## src/rtl/pc_stack.sv

```systemverilog
// Program counter with a LIFO return-address stack for call/ret.
// Overflow and underflow are sticky until reset; a full or empty stack never wedges the pc.
module pc_stack #(
    parameter int unsigned      WIDTH       = 8,
    parameter int unsigned      STACK_DEPTH = 4,
    parameter logic [WIDTH-1:0] RESET_VAL   = '0,
    parameter int unsigned      STEP        = 1
) (
    input  logic                               clk_i,
    input  logic                               rst_i,
    input  logic                               en_i,
    input  logic                               load_i,
    input  logic                               call_i,
    input  logic                               ret_i,
    input  logic [WIDTH-1:0]                   im_i,
    output logic [WIDTH-1:0]                   pc_o,
    output logic [$clog2(STACK_DEPTH+1)-1:0]   depth_o,
    output logic                               full_o,
    output logic                               empty_o,
    output logic                               ovf_o,
    output logic                               unf_o
);

    localparam int unsigned DW = $clog2(STACK_DEPTH + 1);
    localparam int unsigned IW = (STACK_DEPTH > 1) ? $clog2(STACK_DEPTH) : 1;

    logic [WIDTH-1:0] stack_q [STACK_DEPTH];
    logic [WIDTH-1:0] pc_inc;
    logic [IW-1:0]    push_idx;
    logic [IW-1:0]    top_idx;
    logic             push;

    assign pc_inc   = pc_o + WIDTH'(STEP);
    assign full_o   = (depth_o == DW'(STACK_DEPTH));
    assign empty_o  = (depth_o == '0);
    assign push_idx = IW'(depth_o);
    assign top_idx  = IW'(depth_o - DW'(1));

    // ret outranks call, so a push only happens on a clean, non-full call
    assign push = en_i && !rst_i && !ret_i && call_i && !full_o;

    // Stack memory is never reset; depth_o alone defines what is valid.
    always_ff @(posedge clk_i) begin
        if (push) begin
            stack_q[push_idx] <= pc_inc;
        end
    end

    always_ff @(posedge clk_i) begin
        if (rst_i) begin
            pc_o    <= RESET_VAL;
            depth_o <= '0;
            ovf_o   <= 1'b0;
            unf_o   <= 1'b0;
        end else if (en_i) begin
            if (ret_i) begin
                if (!empty_o) begin
                    pc_o    <= stack_q[top_idx];
                    depth_o <= depth_o - DW'(1);
                end else begin
                    pc_o  <= pc_inc;
                    unf_o <= 1'b1;
                end
            end else if (call_i) begin
                pc_o <= im_i;
                if (!full_o) begin
                    depth_o <= depth_o + DW'(1);
                end else begin
                    ovf_o <= 1'b1;
                end
            end else if (load_i) begin
                pc_o <= im_i;
            end else begin
                pc_o <= pc_inc;
            end
        end
    end

endmodule
```

## config.mk

```make
export PLATFORM = sky130hd
export DESIGN_NAME = pc_stack
export DESIGN_NICKNAME = d
export VERILOG_FILES = /design/src/rtl/pc_stack.sv
export SDC_FILE = /design/constraint.sdc
export NUM_CORES = 1
export LEC_CHECK = 0
export CORE_MARGIN = 3
export CORE_UTILIZATION = 58
export DETAILED_ROUTE_END_ITERATION = 10
export HOLD_SLACK_MARGIN = 0.03
export PLACE_DENSITY = 0.84
export REMOVE_ABC_BUFFERS = 1
export SETUP_SLACK_MARGIN = 0.3
export SLEW_MARGIN = 20
export SYNTH_ARGS = -nofsm -noshare
export SYNTH_HDL_FRONTEND = slang
export SYNTH_SLANG_ARGS = --single-unit
```

## constraint.sdc

```tcl
create_clock -name clk_i -period 3.06 [get_ports clk_i]
set_input_delay 0.612 -clock clk_i [delete_from_list [all_inputs] [get_ports clk_i]]
set_output_delay 0.612 -clock clk_i [all_outputs]
set_load 0.03 [all_outputs]
```

==> results list <==
- Routing usage on met1: 0.299
- For this run, the post-layout net count is roughly 210.
- Synth Cell Area: 2160 sq um
- The repair_antennas step left the layout with diodes totalling 0.
* Hold Vio Cnt, Final: 0
- The largest individual stage delay along the critical path comes from the cell sky130_fd_sc_hd__clkdlybuf4s50_1.
- Routability-driven placement finished with a final weighted congestion of between 0.9 and 1.
- Data on the critical path arrives at its endpoint at slightly above 2 ns.
- Synthesis handed over a netlist of approximately 160 instances.
- For this run, global-route usage on met3 was measured as 0.0691.
- The tree is rooted in a sky130_fd_sc_hd__clkbuf_8.
- The number of setup buffers added after CTS is 0.
- The detailed router finished its first iteration with 259 violations.
- For this configuration, the core starts out at a cell density of 0.622.
- In this run the core area contains 21 standard-cell rows.
- Final setup skew: ~0.0033 ns
- For this design the ratio of total power to cell area is roughly 570 nW/um^2.
* Number of port buffers: 28
- TritonCTS built the clock tree.
- The max-slew violation total from the final report is 0.
* Headroom to the max-slew limit: 0.651
* DRT antenna net count: 0
* Layout Area Growth over Synthesis: 19.9%
- Class of the tightest hold or removal check: flop to flop
- Total detailed-routing wirelength: 4510 microns
- RSZ-0062 raised after global routing: false
- Remaining global-route overflow: 0
- Worst-skew pair later-pin latency: roughly 0.3 ns
- For this run, global-route usage on met2 was measured as 0.341.
* Number of max-cap violations: 0
- Level count of the clock H-tree: 2
- Of the available clock period, the critical path in the final layout requires 0.868.
* Top post-synthesis cells by count: sky130_fd_sc_hd__edfxtp_1, sky130_fd_sc_hd__dfxtp_1, sky130_fd_sc_hd__nand2_1
* Total of warnings raised by yosys: 0
- Slew at the pin closest to its max-slew limit: approximately 0.52 ns
* Post-synthesis sequential element count: 45
- Post-synth top area cell: sky130_fd_sc_hd__edfxtp_1
* Drt first pass iters: 6
- CP peak stage delay: approximately 0.67 ns
- In this run the vertical extent of the chip is about 67 microns.
- In the synthesized netlist the async set-or-reset flop fraction comes to 0.
- Across all layers, the routed design uses 1484 vias.
- Maximum clock insertion buffer count: 2
* Setup total negative slack: 0 ns
* Crit. End Element: output pin
- Clock transition at path regs: 0.09 ns
* Setup slack of the most critical reg-to-reg path: between 1 and 1.5 ns
- Portion of synthesized cell area occupied by the leading cell type: 0.445
- Worst supply voltage drop on vdd: around 0.57 mV
- Placed Instances: about 230
- Yosys mapped the design onto between 40 and 50 distinct sky130hd cell types.
- Static leakage power: about 0.00089 uW
* Number of primary I/O pins: 29
- Non-Filler Instances: ~240
- A synthesized cell averages around 14 sq um.
- Post-layout util: 0.746
- The first global-routing pass estimated between 7000 and 8000 microns of wire.
- Cell with the most instances after synthesis: sky130_fd_sc_hd__edfxtp_1
* Via count of the first global-routing pass: about 1400
- For this run, the top clock speed supported by timing is 376 MHz.
- Subtracting the final worst setup slack from the clock period gives 2.66 ns.
- The number of antenna violations at the first check in global routing was 0.
- DR vias/cell: ~6.3
* Run status: completed
- Setup violations remaining at the end of the flow were counted as 0.
* Core outline area: 3470 sq um
* Final routed wire length divided by cell count: ~19 microns
* Detailed placer's ending HPWL: about 3200 microns
* Clock buffer count from CTS: 5
- Of the cells placed in the final design, the portion with a size suffix greater than 1 is 0.148.
- For this design, the sink count on the clock tree is 45.
- Data required, critical path: 2.45 ns
- The critical path goes through inv_1 > ha_1 > nand2_1 > inv_1 > clkdlybuf4s50_1.
* Number of enable flip-flop cells after synthesis: 32
* Fraction of the yosys area taken by sequential cells: 0.566
* Top post-synthesis cells by area: sky130_fd_sc_hd__edfxtp_1, sky130_fd_sc_hd__dfxtp_1, sky130_fd_sc_hd__mux4_2, sky130_fd_sc_hd__ha_1, sky130_fd_sc_hd__a222oi_1
- Aggregate global-route resource usage: 0.225
- Among the stages of the critical path, the cell type that occurs most often is sky130_fd_sc_hd__inv_1.
- Maximum fanout along the worst path: 6
- STA classifies the critical path startpoint as a flop.
* Kind of critical path: flop to output pin
* Die width: around 67 microns
* Pin count of the biggest net entering global routing: 17
* DRC viols: 0
- Die Outline Area: around 4500 sq um
* Most used DFF post-synth: sky130_fd_sc_hd__edfxtp_1
* Most Crowded Layer GR: met2
## through the flow
step	area [sq um]	hold WS (ns)	power, uW	setup WS (ns)
3_5_place_dp	2470	0.457	1020	0.464
6_report	2590	0.470	1470	0.403
3_3_place_gp	2470	0.449	1020	0.567
5_1_grt	2590	0.506	1530	0.309
4_1_cts	2580	0.480	1480	0.394
2_1_floorplan	2120	0.619	908	0.673
## layout by cell type, fill, tap and decap left out, types with 6 or more instances in the layout
master / n
sky130_fd_sc_hd__nor2_1: 6
sky130_fd_sc_hd__nand2_1: 12
sky130_fd_sc_hd__mux4_2: 8
sky130_fd_sc_hd__a21oi_1: 7
sky130_fd_sc_hd__and2_1: 6
sky130_fd_sc_hd__ha_1: 6
sky130_fd_sc_hd__edfxtp_1: 32
sky130_fd_sc_hd__inv_1: 7
sky130_fd_sc_hd__dfxtp_1: 13
sky130_fd_sc_hd__clkdlybuf4s50_1: 27
## final cells by class
cell class                      instances  area [sq um]
Clock buffer                            5          68.8
Inverter                                8          30.0
Fill cell                             229           881
Multi-Input combinational cell         98           865
Sequential cell                        45          1220
Timing Repair Buffer                   30           298
Tap cell                               46          57.6
Clock inverter                          3          47.5
## report_power, final
group	internal, uW	switching [uW]
sequential	681	24.4
clock	249	213
combinational	135	170
## critical path, delay by kind of cell, from the launching register on
kind | cells | cell delay, ns
buf+inv | 3 | 0.91
flops | 1 | 0.34
fa+ha+maj | 1 | 0.32
simple gates | 1 | 0.18
## worst paths after layout
check	start	endpoint	depth (start not counted)
worst max-delay path	depth_o[1]	full_o	5
worst min-delay path	unf_o	unf_o	2
worst max register to register	depth_o[1]	stack_q[0][2]	6
worst min register to register	unf_o	unf_o	2
## repair_timing
action | CTS | global route
hold buffers | 0 | 0
endpoints found under the setup margin | 0 | 1
resized for setup | 0 | 1
hold endpoints to repair | 0 | 0
## registers in the layout, indices dropped and copies added, names as in the netlist
| name | cells |
|---|---|
| stack_q | 32 |
| ovf_o | 1 |
| unf_o | 1 |
| depth_o | 3 |
| pc_o | 8 |
## routing by layer
layer | routed length [microns] | share of wire
met1 | 1840 | 0.41
met2 | 2160 | 0.48
met3 | 419 | 0.093
met4 | 95 | 0.021
met5 | 0 | 0
## kinds of logic (layout without fill, tap and decap cells)
group | after synthesis | after routing | share of synthesized area
xor+xnor | 8 | 8 | 0.0325
flops | 45 | 45 | 0.566
mux | 9 | 9 | 0.0881
simple gates | 47 | 47 | 0.132
buf+inv | 15 | 46 | 0.0336
compound gates | 28 | 28 | 0.113
fa+ha+maj | 6 | 6 | 0.0348
(Power assumes the default switching activity.)
